**config.mk**
```make
export PLATFORM = sky130hd
export DESIGN_NAME = tpg_frame_sequencer
export DESIGN_NICKNAME = d
export VERILOG_FILES = /design/src/rtl/tpg_frame_sequencer.sv
export SDC_FILE = /design/constraint.sdc
export NUM_CORES = 1
export LEC_CHECK = 0
export ABC_AREA = 0
export BUFFER_PORTS_ARGS = -buffer_cell sky130_fd_sc_hd__clkbuf_2
export CAP_MARGIN = 20
export CORE_UTILIZATION = 45
export CTS_CLUSTER_DIAMETER = 80
export DETAILED_ROUTE_END_ITERATION = 8
export PLACE_DENSITY = 0.74
export SYNTH_ARGS = -nofsm -noshare
export SYNTH_HDL_FRONTEND = slang
export SYNTH_SLANG_ARGS = --single-unit
export TNS_END_PERCENT = 50
```
**constraint.sdc**
```tcl
create_clock -name clk -period 5.1 [get_ports clk]
set_input_delay 0.765 -clock clk [delete_from_list [all_inputs] [get_ports clk]]
set_output_delay 0.765 -clock clk [all_outputs]
set_load 0.01 [all_outputs]
```
**src/rtl/tpg_frame_sequencer.sv**
```systemverilog
// rtl/tpg_frame_sequencer.sv - test-pattern frame/line timing sequencer with frame-boundary config shadowing
// Optional TPG_SEQ_CFG_CHECK_EN: reject configs whose period cannot hold the frame, flagged on cfg_err.
module tpg_frame_sequencer #(
    parameter int DEF_WIDTH  = 240,
    parameter int DEF_HEIGHT = 180,
    parameter int DEF_HBLANK = 1330,
    parameter int DEF_PERIOD = 3325000
) (
    input  logic        clk,
    input  logic        reset_n,
    input  logic        start,
    input  logic        stop,
    input  logic [11:0] cfg_width,
    input  logic [11:0] cfg_height,
    input  logic [15:0] cfg_hblank,
    input  logic [31:0] cfg_period,
    input  logic [15:0] cfg_frames,
    input  logic        cfg_valid,
    output logic        frame_valid,
    output logic        line_valid,
    output logic [11:0] pixel_x,
    output logic [11:0] line_y,
    output logic        frame_start,
    output logic        frame_done,
    output logic        busy,
    output logic        cfg_pending,
    output logic [15:0] frames_sent
`ifdef TPG_SEQ_CFG_CHECK_EN
    ,
    output logic        cfg_err
`endif
);

    typedef enum logic [2:0] {IDLE, ARM, LINE_ACT, LINE_BLANK, FRAME_GAP} state_t;
    state_t state, state_nxt;

    logic [11:0] sh_width, sh_height, pd_width, pd_height, cur_width, cur_height;
    logic [15:0] sh_hblank, pd_hblank, cur_hblank, sh_frames, pd_frames, blank_cnt;
    logic [31:0] sh_period, pd_period, cur_period, period_cnt;
    logic        stop_seen, finish_q;
    logic        last_pix, last_line, last_blank, period_hit, frames_hit, finish_now;
    logic        start_acc, launch, apply, cfg_shape_ok, cfg_fits, cfg_ok;

    assign last_pix   = pixel_x == cur_width - 12'd1;
    assign last_line  = line_y == cur_height - 12'd1;
    assign last_blank = blank_cnt == cur_hblank - 16'd1;
    assign period_hit = ({1'b0, period_cnt} + 33'd1) >= {1'b0, cur_period};
    assign frames_hit = (sh_frames != 16'd0) && (frames_sent + 16'd1 == sh_frames);
    assign finish_now = stop_seen || stop || frames_hit;
    assign start_acc  = (state == IDLE) && start;
    assign launch     = ((state == ARM) || (state == FRAME_GAP)) && (state_nxt == LINE_ACT);

    assign line_valid  = state == LINE_ACT;
    assign frame_valid = line_valid || ((state == LINE_BLANK) && !last_line);
    assign frame_start = line_valid && (pixel_x == 12'd0) && (line_y == 12'd0);
    assign frame_done  = line_valid && last_pix && last_line;
    assign busy        = state != IDLE;

    always_ff @(posedge clk or negedge reset_n) begin
        if (!reset_n) state <= IDLE;
        else          state <= state_nxt;
    end

    // The trailing gap always lasts at least one cycle, which clamps short periods.
    always_comb begin
        state_nxt = state;
        unique case (state)
            IDLE:     if (start) state_nxt = ARM;
            ARM:      state_nxt = LINE_ACT;
            LINE_ACT: begin
                if (last_pix) begin
                    if (cur_hblank != 16'd0) state_nxt = LINE_BLANK;
                    else if (!last_line)     state_nxt = LINE_ACT;
                    else                     state_nxt = finish_now ? IDLE : FRAME_GAP;
                end
            end
            LINE_BLANK: begin
                if (last_blank) begin
                    if (!last_line) state_nxt = LINE_ACT;
                    else            state_nxt = (finish_q || stop_seen || stop) ? IDLE : FRAME_GAP;
                end
            end
            FRAME_GAP: begin
                if (stop_seen || stop) state_nxt = IDLE;
                else if (period_hit)   state_nxt = LINE_ACT;
            end
            default: state_nxt = IDLE;
        endcase
    end

    always_ff @(posedge clk or negedge reset_n) begin
        if (!reset_n) begin
            pixel_x     <= 12'd0;
            line_y      <= 12'd0;
            blank_cnt   <= 16'd0;
            period_cnt  <= 32'd0;
            frames_sent <= 16'd0;
            stop_seen   <= 1'b0;
            finish_q    <= 1'b0;
            cur_width   <= 12'(DEF_WIDTH);
            cur_height  <= 12'(DEF_HEIGHT);
            cur_hblank  <= 16'(DEF_HBLANK);
            cur_period  <= 32'(DEF_PERIOD);
        end else begin
            pixel_x   <= (line_valid && (state_nxt == LINE_ACT) && !last_pix) ? pixel_x + 12'd1 : 12'd0;
            blank_cnt <= ((state == LINE_BLANK) && (state_nxt == LINE_BLANK)) ? blank_cnt + 16'd1 : 16'd0;

            if ((state_nxt == IDLE) || launch)
                line_y <= 12'd0;
            else if ((state_nxt == LINE_ACT) && ((state == LINE_BLANK) || (line_valid && last_pix)))
                line_y <= line_y + 12'd1;

            if (frame_start)  period_cnt <= 32'd1;
            else if (busy)    period_cnt <= period_cnt + 32'd1;

            if (start_acc)       frames_sent <= 16'd0;
            else if (frame_done) frames_sent <= frames_sent + 16'd1;

            // start+stop together in IDLE latches the stop so exactly one frame goes out.
            if (start_acc)               stop_seen <= stop;
            else if (state_nxt == IDLE)  stop_seen <= 1'b0;
            else if (stop && busy)       stop_seen <= 1'b1;

            if (frame_done)                          finish_q <= finish_now;
            else if (launch || (state_nxt == IDLE))  finish_q <= 1'b0;

            // Geometry is frozen per frame so the trailing blank and gap are unaffected by a boundary apply.
            if (launch) begin
                cur_width  <= sh_width;
                cur_height <= sh_height;
                cur_hblank <= sh_hblank;
                cur_period <= sh_period;
            end
        end
    end

    assign cfg_shape_ok = cfg_valid && (cfg_width != 12'd0) && (cfg_height != 12'd0);
    assign cfg_ok       = cfg_shape_ok && cfg_fits;
    assign apply        = start_acc || frame_done;

`ifdef TPG_SEQ_CFG_CHECK_EN
    logic [28:0] cfg_frame_len;
    assign cfg_frame_len = 29'(cfg_height) * (29'(cfg_width) + 29'(cfg_hblank));
    assign cfg_fits      = cfg_period > {3'b000, cfg_frame_len};

    always_ff @(posedge clk or negedge reset_n) begin
        if (!reset_n)          cfg_err <= 1'b0;
        else if (cfg_ok)       cfg_err <= 1'b0;
        else if (cfg_shape_ok) cfg_err <= 1'b1;
    end
`else
    assign cfg_fits = 1'b1;
`endif

    always_ff @(posedge clk or negedge reset_n) begin
        if (!reset_n) begin
            cfg_pending <= 1'b0;
            pd_width    <= 12'(DEF_WIDTH);
            pd_height   <= 12'(DEF_HEIGHT);
            pd_hblank   <= 16'(DEF_HBLANK);
            pd_period   <= 32'(DEF_PERIOD);
            pd_frames   <= 16'd0;
            sh_width    <= 12'(DEF_WIDTH);
            sh_height   <= 12'(DEF_HEIGHT);
            sh_hblank   <= 16'(DEF_HBLANK);
            sh_period   <= 32'(DEF_PERIOD);
            sh_frames   <= 16'd0;
        end else begin
            // A capture on the boundary cycle keeps pending set; the older values are applied now.
            if (cfg_ok) begin
                pd_width    <= cfg_width;
                pd_height   <= cfg_height;
                pd_hblank   <= cfg_hblank;
                pd_period   <= cfg_period;
                pd_frames   <= cfg_frames;
                cfg_pending <= 1'b1;
            end else if (apply) begin
                cfg_pending <= 1'b0;
            end
            if (apply && cfg_pending) begin
                sh_width  <= pd_width;
                sh_height <= pd_height;
                sh_hblank <= pd_hblank;
                sh_period <= pd_period;
                sh_frames <= pd_frames;
            end
        end
    end

endmodule

```
==> results of run 1 <==
-- worst reg2reg max path: cells and delay by family (launching register included) --
family / cells / cell delay [ns]
compound gates: 6 / 1.19
xor+xnor: 1 / 0.24
fa+ha+maj: 2 / 0.54
buf+inv: 3 / 0.54
flops: 1 / 0.41
simple gates: 8 / 1.80
-- cell usage after synthesis, types with 17 or more instances --
cell / count
sky130_fd_sc_hd__nor3_1: 26
sky130_fd_sc_hd__o21ai_0: 100
sky130_fd_sc_hd__nand3_1: 80
sky130_fd_sc_hd__dfrtp_1: 273
sky130_fd_sc_hd__ha_1: 43
sky130_fd_sc_hd__xnor2_1: 71
sky130_fd_sc_hd__mux2_4: 20
sky130_fd_sc_hd__dfstp_2: 69
sky130_fd_sc_hd__nor4_1: 23
sky130_fd_sc_hd__a21oi_1: 29
sky130_fd_sc_hd__nand2_1: 77
sky130_fd_sc_hd__mux2_2: 189
sky130_fd_sc_hd__nand4_1: 38
sky130_fd_sc_hd__and3_1: 32
sky130_fd_sc_hd__xor2_1: 51
sky130_fd_sc_hd__clkbuf_1: 49
sky130_fd_sc_hd__nor2_1: 75
sky130_fd_sc_hd__a211oi_1: 17
sky130_fd_sc_hd__inv_1: 72
-- worst min path at each step --
stage                        startpoint  slack [ns]                   endpoint  depth (start not counted)
2_1_floorplan   pd_width[2]$_DFFE_PN0P_        0.46    pd_width[2]$_DFFE_PN0P_                          1
3_3_place_gp   sh_period[5]$_DFFE_PN0P_        0.48  cur_period[5]$_DFFE_PN0P_                          2
3_5_place_dp   sh_height[6]$_DFFE_PN0P_        0.48  cur_height[6]$_DFFE_PN0P_                          2
4_1_cts                         reset_n        0.33  pd_hblank[12]$_DFFE_PN0P_                          1
5_1_grt                         reset_n        0.40  pd_hblank[12]$_DFFE_PN0P_                          1
6_report                        reset_n        0.31  pd_hblank[12]$_DFFE_PN0P_                          1
-- power groups by stage --
stage	logic, W	registers, W	clock network (W)
floorplan	0.0000875	0.00287	0
global placement	0.000197	0.00288	0
detailed placement	0.000202	0.00289	0
CTS	0.000203	0.00284	0.00312
global route	0.000220	0.00285	0.00322
finish	0.000196	0.00284	0.00305
-- cell families after synthesis --
| logic type | after synthesis | share of synthesized area |
|---|---|---|
| and+or+nand+nor | 435 | 0.135 |
| DFF | 342 | 0.503 |
| AOI/OAI and AO/OA | 238 | 0.0895 |
| muxes | 212 | 0.143 |
| buffers and inverters | 151 | 0.0365 |
| xor gates and xnor gates | 122 | 0.0622 |
| adders and majority gates | 43 | 0.0313 |
-- cell usage in the layout, fill, tap and decap left out, drive strengths merged, types with 23 or more instances in the layout --
cell type,instances
mux2,209
dfrtp,273
nor2,75
nand2,77
nand4,38
nor4,23
clkbuf,192
xor2,51
o21ai,101
a21oi,29
inv,72
xnor2,71
dfstp,69
ha,43
nand3,80
and3,32
nor3,27
-- flip-flops by register name, summed over array words and instances (netlist names), 16 cells and up --
| signal | cells |
|---|---|
| sh_frames | 16 |
| period_cnt | 32 |
| sh_hblank | 16 |
| cur_hblank | 16 |
| frames_sent | 16 |
| blank_cnt | 16 |
| pd_period | 32 |
| sh_period | 32 |
| pd_hblank | 16 |
| pd_frames | 16 |
| cur_period | 32 |
-- metrics by stage --
| stage | cells | utilization | TNS (ns) | power, W | area (um^2) |
|---|---|---|---|---|---|
| 2_1_floorplan | 1543 | - | 0 | 0.00296 | 17200 |
| 4_1_cts | 2203 | 0.526 | 0 | 0.00616 | 19800 |
| 3_3_place_gp | 2134 | 0.489 | 0 | 0.00308 | 18400 |
| 3_5_place_dp | 2134 | 0.489 | 0 | 0.00309 | 18400 |
| 6_report | 2204 | 0.527 | 0 | 0.00608 | 19900 |
| 5_1_grt | 2203 | 0.527 | -0.0824 | 0.00629 | 19900 |
-- area by class of cell --
| class | instances | area share |
|---|---|---|
| Antenna cell | 1 | 0.000126 |
| Tap cell | 511 | 0.0322 |
| Clock inverter | 14 | 0.0128 |
| Multi-Input combinational cell | 1050 | 0.401 |
| Clock buffer | 55 | 0.0583 |
| Timing Repair Buffer | 159 | 0.0465 |
| Sequential cell | 342 | 0.435 |
| Inverter | 72 | 0.0136 |
-- routing by layer --
metal | vias up | track usage
li1 | 5775 | -
met1 | 6096 | 0.274
met2 | 287 | 0.338
met3 | 73 | 0.0420
met4 | 4 | 0.0712
met5 | - | 0
-- what timing repair did --
| item | 4_1_cts | 5_1_grt |
|---|---|---|
| endpoints found under the hold margin | 0 | 0 |
| gates resized for setup | 0 | 8 |
| hold buffers | 0 | 0 |
| setup endpoints to repair | 0 | 83 |
==> report_table.html, run 1 <==
<table>
<tr><th>Metric</th><th>Value</th></tr>
<tr><th colspan="2">Routing</th></tr>
<tr><td>Mean routed wirelength per cell</td><td>17.8 um</td></tr>
<tr><td>Highest routing layer actually used</td><td>met5</td></tr>
<tr><td>Antenna viol nets, final</td><td>0</td></tr>
<tr><td>Number of DRC violations after detailed-routing iteration 0</td><td>656</td></tr>
<tr><td>Total number of vias</td><td>12200</td></tr>
<tr><td>Met3 wirelength from detailed routing</td><td>2050 um</td></tr>
<tr><td>Post-detailed-route DRC marker count</td><td>0</td></tr>
<tr><td>Met1 layer wirelength in the final routing</td><td>17700 um</td></tr>
<tr><td>Detailed-routed wire length on met2</td><td>18500 um</td></tr>
<tr><td>Total routed wirelength</td><td>39200 um</td></tr>
<tr><td>First-pass iteration count of the detailed router</td><td>5</td></tr>
<tr><td>Detailed-route vias per instance</td><td>5.55</td></tr>
<tr><th colspan="2">Logic synthesis</th></tr>
<tr><td>Cell count after synthesis</td><td>1543</td></tr>
<tr><td>Number of storage elements in the synthesis netlist</td><td>342</td></tr>
<tr><td>FFs w/ async S/R, synth</td><td>1.00</td></tr>
<tr><td>Post-synthesis sequential area ratio</td><td>0.503</td></tr>
<tr><td>Area share of the leading cell type in the synthesized netlist</td><td>0.397</td></tr>
<tr><td>Unique cell type count in the Yosys netlist</td><td>72</td></tr>
<tr><td>Top cells by area in the synthesized netlist</td><td>sky130_fd_sc_hd__dfrtp_1 (40%), sky130_fd_sc_hd__mux2_2 (12%), sky130_fd_sc_hd__dfstp_2 (11%)</td></tr>
<tr><td>Post-Syn Nets</td><td>1679</td></tr>
<tr><td>Total of warnings raised by yosys</td><td>0</td></tr>
<tr><td>Cell type with the largest total area after synthesis</td><td>sky130_fd_sc_hd__dfrtp_1</td></tr>
<tr><td>Cell Area, Synth</td><td>0.0172 mm^2</td></tr>
<tr><td>Predominant post-synthesis flop cell</td><td>sky130_fd_sc_hd__dfrtp_1</td></tr>
<tr><td>Syn avg cell area</td><td>11.1 um^2</td></tr>
<tr><td>Number of enable-type register cells in the synthesized netlist</td><td>0</td></tr>
<tr><th colspan="2">Floorplanning</th></tr>
<tr><td>Number of ports placed on the die boundary</td><td>139</td></tr>
<tr><td>Die Outline Area</td><td>0.0390 mm^2</td></tr>
<tr><td>Die outline width</td><td>197 um</td></tr>
<tr><td>Area of the core region</td><td>0.0377 mm^2</td></tr>
<tr><td>Initial cell density of the core</td><td>0.456</td></tr>
<tr><td>Total number of placement rows</td><td>71</td></tr>
<tr><td>Die height</td><td>197 um</td></tr>
<tr><th colspan="2">Pwr</th></tr>
<tr><td>Net switching fraction of the power</td><td>0.206</td></tr>
<tr><td>VDD IR max</td><td>0.192 mV</td></tr>
<tr><td>Pint</td><td>0.00483 W</td></tr>
<tr><td>Sequential share of power</td><td>0.466</td></tr>
<tr><td>Leak pwr</td><td>9.01 nW</td></tr>
<tr><td>Clock power share</td><td>0.501</td></tr>
<tr><td>Power Density</td><td>306 mW/mm^2</td></tr>
<tr><td>Combinational group share of total power</td><td>0.032</td></tr>
<tr><td>Net switching component of the power</td><td>0.00126 W</td></tr>
<tr><th colspan="2">Setup path</th></tr>
<tr><td>Kind of capture point of the worst setup path</td><td>flip-flop</td></tr>
<tr><td>Cell family with the largest share of critical-path delay</td><td>simple AND/OR/NAND/NOR gates</td></tr>
<tr><td>Largest incremental delay on the critical path</td><td>0.59 ns</td></tr>
<tr><td>Worst Setup Path Type</td><td>reg2reg</td></tr>
<tr><td>Data required, critical path</td><td>5.56 ns</td></tr>
<tr><td>Start point of the critical path</td><td>period_cnt[0]$_DFFE_PN0P_</td></tr>
<tr><td>Reg-to-reg critical path endpoint</td><td>line_y[2]$_DFFE_PN0P_</td></tr>
<tr><td>Critical path peak fanout</td><td>41</td></tr>
<tr><td>Number of stages on the worst setup path</td><td>20</td></tr>
<tr><td>Arrival time worst endpoint</td><td>5.26 ns</td></tr>
<tr><td>Critical-path cell list</td><td>ha_2 -&gt; and4_2 -&gt; nand3_2 -&gt; nor3_1 -&gt; buf_4 -&gt; and3_1 -&gt; nand3_1 -&gt; xnor2_1 -&gt; ha_1 -&gt; a21oi_1 -&gt; o21ai_0 -&gt; a211o_1 -&gt; and3_1 -&gt; or4_1 -&gt; nand2b_1 -&gt; o311a_4 -&gt; clkinv_1 -&gt; buf_6 -&gt; a31o_2 -&gt; a211oi_1</td></tr>
<tr><td>Reg2reg setup slack</td><td>0.30 ns</td></tr>
<tr><td>Startpoint Class</td><td>flip-flop</td></tr>
<tr><td>Number of buffers and inverters on the critical path</td><td>3</td></tr>
<tr><td>Cell depth of the worst flop-to-flop path</td><td>20</td></tr>
<tr><td>Highest-delay cell along the critical path</td><td>sky130_fd_sc_hd__or4_1</td></tr>
<tr><td>Launching point of the worst reg2reg path</td><td>period_cnt[0]$_DFFE_PN0P_</td></tr>
<tr><td>Worst Setup EP</td><td>line_y[2]$_DFFE_PN0P_</td></tr>
<tr><td>Most frequent cell on the critical path</td><td>sky130_fd_sc_hd__and3_1</td></tr>
<tr><th colspan="2">Placed design</th></tr>
<tr><td>Final RePlAce weighted congestion</td><td>0.867</td></tr>
<tr><td>Port Buf Inserts</td><td>138</td></tr>
<tr><td>HPWL after DPL</td><td>27400 um</td></tr>
<tr><td>Worst slack after detailed placement</td><td>0.110 ns</td></tr>
<tr><th colspan="2">Clock tree</th></tr>
<tr><td>Number of buffers inserted during clock tree synthesis</td><td>38</td></tr>
<tr><td>Maximum clock path buffer count</td><td>3</td></tr>
<tr><td>Setup bufs post-CTS</td><td>0</td></tr>
<tr><td>Number of clock sinks seen by CTS</td><td>342</td></tr>
<tr><td>Clock root buffer master</td><td>sky130_fd_sc_hd__clkbuf_16</td></tr>
<tr><td>Number of H-tree branching levels</td><td>2</td></tr>
<tr><td>Clock-pin slew on the worst setup and hold paths</td><td>0.06 ns</td></tr>
<tr><td>TritonCTS clock tree</td><td>built</td></tr>
<tr><td>Skew-Pair Late Insertion Delay</td><td>0.55 ns</td></tr>
<tr><th colspan="2">STA</th></tr>
<tr><td>Number of hold violations in the final report</td><td>0</td></tr>
<tr><td>Max Freq</td><td>208 MHz</td></tr>
<tr><td>Rel. slew slack</td><td>0.295</td></tr>
<tr><td>Pin slew with the least headroom to its limit</td><td>1.06 ns</td></tr>
<tr><td>Clock period minus worst slack</td><td>4.80 ns</td></tr>
<tr><td>Count of final setup violators</td><td>0</td></tr>
<tr><td>Final worst setup slack</td><td>0.300 ns</td></tr>
<tr><td>Max Clock Skew</td><td>0.0150 ns</td></tr>
<tr><td>Final clock period utilization by the worst path</td><td>0.941</td></tr>
<tr><td>Max Transition Viols Final</td><td>0</td></tr>
<tr><td>Min Hold Slack</td><td>0.309 ns</td></tr>
<tr><th colspan="2">Run status</th></tr>
<tr><td>Status</td><td>finished clean</td></tr>
<tr><th colspan="2">Final layout</th></tr>
<tr><td>Fraction of final layout cells sized beyond drive strength 1</td><td>0.316</td></tr>
<tr><td>Total number of nets in the final design</td><td>1799</td></tr>
<tr><td>Area taken by flip-flops and latches</td><td>0.00865 mm^2</td></tr>
<tr><td>Filler Cells Inserted</td><td>3284</td></tr>
<tr><td>Area taken by multi-input logic gates</td><td>0.00797 mm^2</td></tr>
<tr><td>Layout-stage area growth over the synthesis result</td><td>15.6%</td></tr>
<tr><th colspan="2">Global routing</th></tr>
<tr><td>Number of antenna violations at the first check in global routing</td><td>3</td></tr>
<tr><td>Wire length of the first global-routing pass</td><td>64700 um</td></tr>
<tr><td>Via count of the first global-routing pass</td><td>12300</td></tr>
<tr><td>Total congestion overflow after global routing</td><td>0</td></tr>
<tr><td>Pin count of the biggest net entering global routing</td><td>124</td></tr>
<tr><td>GRT Overall Usage</td><td>0.207</td></tr>
<tr><th colspan="2">Run</th></tr>
<tr><td>Max-capacitance violation count</td><td>0</td></tr>
<tr><th colspan="2">Min path</th></tr>
<tr><td>Class of the tightest hold or removal check</td><td>in2async</td></tr>
</table>
No activity file was read; power rests on OpenSTA's default activity.
==> run 2, diff against run 1 <==
- CORE_UTILIZATION: 45 -> 55
==> report_table.html, run 2 (synthesis results as in run 1) <==
<table>
<tr><th>Metric</th><th>Value</th></tr>
<tr><th colspan="2">Run status</th></tr>
<tr><td>Status</td><td>finished clean (unchanged)</td></tr>
<tr><th colspan="2">Routing</th></tr>
<tr><td>First-pass iteration count of the detailed router</td><td>5 (unchanged)</td></tr>
<tr><td>Antenna viol nets, final</td><td>0 (unchanged)</td></tr>
<tr><td>Mean routed wirelength per cell</td><td>18.3 um (was 17.8 um)</td></tr>
<tr><td>Total number of vias</td><td>12400 (was 12200)</td></tr>
<tr><td>Post-detailed-route DRC marker count</td><td>0 (unchanged)</td></tr>
<tr><td>Detailed-route vias per instance</td><td>5.92 (was 5.55)</td></tr>
<tr><td>Number of DRC violations after detailed-routing iteration 0</td><td>847 (was 656)</td></tr>
<tr><td>Total routed wirelength</td><td>38100 um (was 39200 um)</td></tr>
<tr><th colspan="2">Setup path</th></tr>
<tr><td>Reg-to-reg critical path endpoint</td><td>cur_width[8]$_DFFE_PN0P_ (was line_y[2]$_DFFE_PN0P_)</td></tr>
<tr><td>Highest-delay cell along the critical path</td><td>sky130_fd_sc_hd__dfrtp_1 (was sky130_fd_sc_hd__or4_1)</td></tr>
<tr><td>Cell family with the largest share of critical-path delay</td><td>simple AND/OR/NAND/NOR gates (unchanged)</td></tr>
<tr><td>Number of buffers and inverters on the critical path</td><td>1 (was 3)</td></tr>
<tr><td>Critical-path cell list</td><td>ha_2 -&gt; and4_1 -&gt; nand3_2 -&gt; nor3_2 -&gt; and3_1 -&gt; nand3_1 -&gt; xnor2_1 -&gt; ha_1 -&gt; nand4_1 -&gt; nor3_1 -&gt; nand3_1 -&gt; nor4b_1 -&gt; or4_1 -&gt; nand2b_1 -&gt; o311a_4 -&gt; nor3_2 -&gt; buf_4 -&gt; mux2_2 (was ha_2 -&gt; and4_2 -&gt; nand3_2 -&gt; nor3_1 -&gt; buf_4 -&gt; and3_1 -&gt; nand3_1 -&gt; xnor2_1 -&gt; ha_1 -&gt; a21oi_1 -&gt; o21ai_0 -&gt; a211o_1 -&gt; and3_1 -&gt; or4_1 -&gt; nand2b_1 -&gt; o311a_4 -&gt; clkinv_1 -&gt; buf_6 -&gt; a31o_2 -&gt; a211oi_1)</td></tr>
<tr><td>Data required, critical path</td><td>5.49 ns (was 5.56 ns)</td></tr>
<tr><td>Startpoint Class</td><td>flip-flop (unchanged)</td></tr>
<tr><td>Number of stages on the worst setup path</td><td>18 (was 20)</td></tr>
<tr><td>Reg2reg setup slack</td><td>0.33 ns (was 0.30 ns)</td></tr>
<tr><td>Kind of capture point of the worst setup path</td><td>flip-flop (unchanged)</td></tr>
<tr><td>Cell depth of the worst flop-to-flop path</td><td>18 (was 20)</td></tr>
<tr><td>Worst Setup Path Type</td><td>reg2reg (unchanged)</td></tr>
<tr><td>Launching point of the worst reg2reg path</td><td>period_cnt[0]$_DFFE_PN0P_ (unchanged)</td></tr>
<tr><td>Critical path peak fanout</td><td>36 (was 41)</td></tr>
<tr><td>Worst Setup EP</td><td>cur_width[8]$_DFFE_PN0P_ (was line_y[2]$_DFFE_PN0P_)</td></tr>
<tr><td>Arrival time worst endpoint</td><td>5.16 ns (was 5.26 ns)</td></tr>
<tr><td>Start point of the critical path</td><td>period_cnt[0]$_DFFE_PN0P_ (unchanged)</td></tr>
<tr><td>Largest incremental delay on the critical path</td><td>0.45 ns (was 0.59 ns)</td></tr>
<tr><th colspan="2">Floorplanning</th></tr>
<tr><td>Die height</td><td>179 um (was 197 um)</td></tr>
<tr><td>Initial cell density of the core</td><td>0.560 (was 0.456)</td></tr>
<tr><td>Die outline width</td><td>179 um (was 197 um)</td></tr>
<tr><td>Number of ports placed on the die boundary</td><td>139 (unchanged)</td></tr>
<tr><td>Total number of placement rows</td><td>64 (was 71)</td></tr>
<tr><td>Area of the core region</td><td>0.0307 mm^2 (was 0.0377 mm^2)</td></tr>
<tr><td>Die Outline Area</td><td>0.0320 mm^2 (was 0.0390 mm^2)</td></tr>
<tr><th colspan="2">Global routing</th></tr>
<tr><td>Via count of the first global-routing pass</td><td>12200 (was 12300)</td></tr>
<tr><td>GRT Overall Usage</td><td>0.244 (was 0.207)</td></tr>
<tr><td>Total congestion overflow after global routing</td><td>0 (unchanged)</td></tr>
<tr><td>Number of antenna violations at the first check in global routing</td><td>1 (was 3)</td></tr>
<tr><td>Wire length of the first global-routing pass</td><td>62500 um (was 64700 um)</td></tr>
<tr><td>Pin count of the biggest net entering global routing</td><td>141 (was 124)</td></tr>
<tr><th colspan="2">STA</th></tr>
<tr><td>Count of final setup violators</td><td>0 (unchanged)</td></tr>
<tr><td>Pin slew with the least headroom to its limit</td><td>1.04 ns (was 1.06 ns)</td></tr>
<tr><td>Max Transition Viols Final</td><td>0 (unchanged)</td></tr>
<tr><td>Max Clock Skew</td><td>0.0208 ns (was 0.0150 ns)</td></tr>
<tr><td>Final worst setup slack</td><td>0.335 ns (was 0.300 ns)</td></tr>
<tr><td>Max Freq</td><td>210 MHz (was 208 MHz)</td></tr>
<tr><td>RSZ-0062 raised after global routing</td><td>no</td></tr>
<tr><td>Sum of negative setup slack</td><td>0 ns (unchanged)</td></tr>
<tr><td>Rel. slew slack</td><td>0.306 (was 0.295)</td></tr>
<tr><td>Final clock period utilization by the worst path</td><td>0.934 (was 0.941)</td></tr>
<tr><td>Clock period minus worst slack</td><td>4.77 ns (was 4.80 ns)</td></tr>
<tr><td>Number of hold violations in the final report</td><td>0 (unchanged)</td></tr>
<tr><th colspan="2">Final layout</th></tr>
<tr><td>Design area</td><td>0.0196 mm^2 (was 0.0199 mm^2)</td></tr>
<tr><td>Cell Count, Final, Fillers Out</td><td>2089 (was 2204)</td></tr>
<tr><td>Fraction of final layout cells sized beyond drive strength 1</td><td>0.313 (was 0.316)</td></tr>
<tr><td>Area taken by flip-flops and latches</td><td>0.00864 mm^2 (was 0.00865 mm^2)</td></tr>
<tr><td>Commonest non-fill, non-tap cells in the layout</td><td>sky130_fd_sc_hd__dfrtp_1 (273), sky130_fd_sc_hd__mux2_2 (189), sky130_fd_sc_hd__clkbuf_2 (137) (was sky130_fd_sc_hd__dfrtp_1 (272), sky130_fd_sc_hd__mux2_2 (189), sky130_fd_sc_hd__clkbuf_2 (137))</td></tr>
<tr><td>Filler Cells Inserted</td><td>2426 (was 3284)</td></tr>
<tr><td>Leading cell type in the layout, fill and taps excluded</td><td>sky130_fd_sc_hd__dfrtp_1 (unchanged)</td></tr>
<tr><td>Total number of nets in the final design</td><td>1799 (unchanged)</td></tr>
<tr><td>Layout-stage area growth over the synthesis result</td><td>14.0% (was 15.6%)</td></tr>
<tr><td>Area taken by multi-input logic gates</td><td>0.00797 mm^2 (about the same)</td></tr>
<tr><th colspan="2">Placed design</th></tr>
<tr><td>HPWL after DPL</td><td>25900 um (was 27400 um)</td></tr>
<tr><td>Final RePlAce weighted congestion</td><td>0.890 (was 0.867)</td></tr>
<tr><td>Standard cell area after detailed placement</td><td>0.0183 mm^2 (was 0.0184 mm^2)</td></tr>
<tr><td>Port Buf Inserts</td><td>138 (unchanged)</td></tr>
<tr><td>Placed cell count</td><td>2020 (was 2134)</td></tr>
<tr><td>Worst slack after detailed placement</td><td>0.107 ns (was 0.110 ns)</td></tr>
<tr><th colspan="2">Clock tree</th></tr>
<tr><td>Number of buffers inserted during clock tree synthesis</td><td>37 (was 38)</td></tr>
<tr><td>Setup bufs post-CTS</td><td>0 (unchanged)</td></tr>
<tr><td>TritonCTS clock tree</td><td>built (unchanged)</td></tr>
<tr><td>Clock-pin slew on the worst setup and hold paths</td><td>0.06 ns (about the same)</td></tr>
<tr><td>Number of clock sinks seen by CTS</td><td>342 (unchanged)</td></tr>
<tr><td>Clock root buffer master</td><td>sky130_fd_sc_hd__clkbuf_16 (unchanged)</td></tr>
<tr><td>Maximum clock path buffer count</td><td>3 (unchanged)</td></tr>
<tr><td>Skew-Pair Late Insertion Delay</td><td>0.53 ns (was 0.55 ns)</td></tr>
<tr><td>Number of H-tree branching levels</td><td>2 (unchanged)</td></tr>
<tr><th colspan="2">Pwr</th></tr>
<tr><td>VDD IR max</td><td>0.278 mV (was 0.192 mV)</td></tr>
<tr><td>Power Density</td><td>298 mW/mm^2 (was 306 mW/mm^2)</td></tr>
<tr><td>Leak pwr</td><td>8.96 nW (was 9.01 nW)</td></tr>
<tr><th colspan="2">Min path</th></tr>
<tr><td>Class of the tightest hold or removal check</td><td>in2async (unchanged)</td></tr>
<tr><th colspan="2">Run</th></tr>
<tr><td>Max-capacitance violation count</td><td>0 (unchanged)</td></tr>
</table>
run 2: area by class of cell:
type / count / area share
Sequential cell: 342 / 0.441
Inverter: 72 / 0.0138
Clock buffer: 57 / 0.0579
Multi-Input combinational cell: 1050 / 0.407
Clock inverter: 11 / 0.00811
Antenna cell: 1 / 0.000128
Tap cell: 396 / 0.0253
Timing Repair Buffer: 160 / 0.0467
run 2: worst min path at each step:
stage,startpoint,end,depth (start not counted)
2_1_floorplan,pd_width[2]$_DFFE_PN0P_,pd_width[2]$_DFFE_PN0P_,1
3_3_place_gp,sh_period[21]$_DFFE_PN1P_,cur_period[21]$_DFFE_PN1P_,2
3_5_place_dp,sh_period[29]$_DFFE_PN0P_,cur_period[29]$_DFFE_PN0P_,2
4_1_cts,reset_n,pd_hblank[3]$_DFFE_PN0P_,1
5_1_grt,reset_n,sh_hblank[2]$_DFFE_PN0P_,1
6_report,reset_n,sh_hblank[2]$_DFFE_PN0P_,1
run 2: per-stage QoR:
step	util	total power (W)	hold WS, ns
after floorplan	-	0.00296	0.462
after global placement	0.595	0.00307	0.477
after detailed placement	0.595	0.00308	0.481
after CTS	0.637	0.00590	0.297
after global routing	0.639	0.00604	0.307
final	0.639	0.00584	0.251
run 2: power by group:
group	switching [W]	internal [W]
clock network	0.00107	0.00174
logic	0.0000998	0.0000940
registers	0.0000357	0.00280
total	0.00121	0.00463
run 2: timing repair:
item,4_1_cts,5_1_grt
gates resized for setup,0,9
hold buffers,0,0
endpoints found under the setup margin,0,85
run 2: routing by layer:
metal,track usage,wire length (um)
met1,0.330,17200
met2,0.398,17900
met3,0.0426,1970
met4,0.0777,1090
met5,0,0
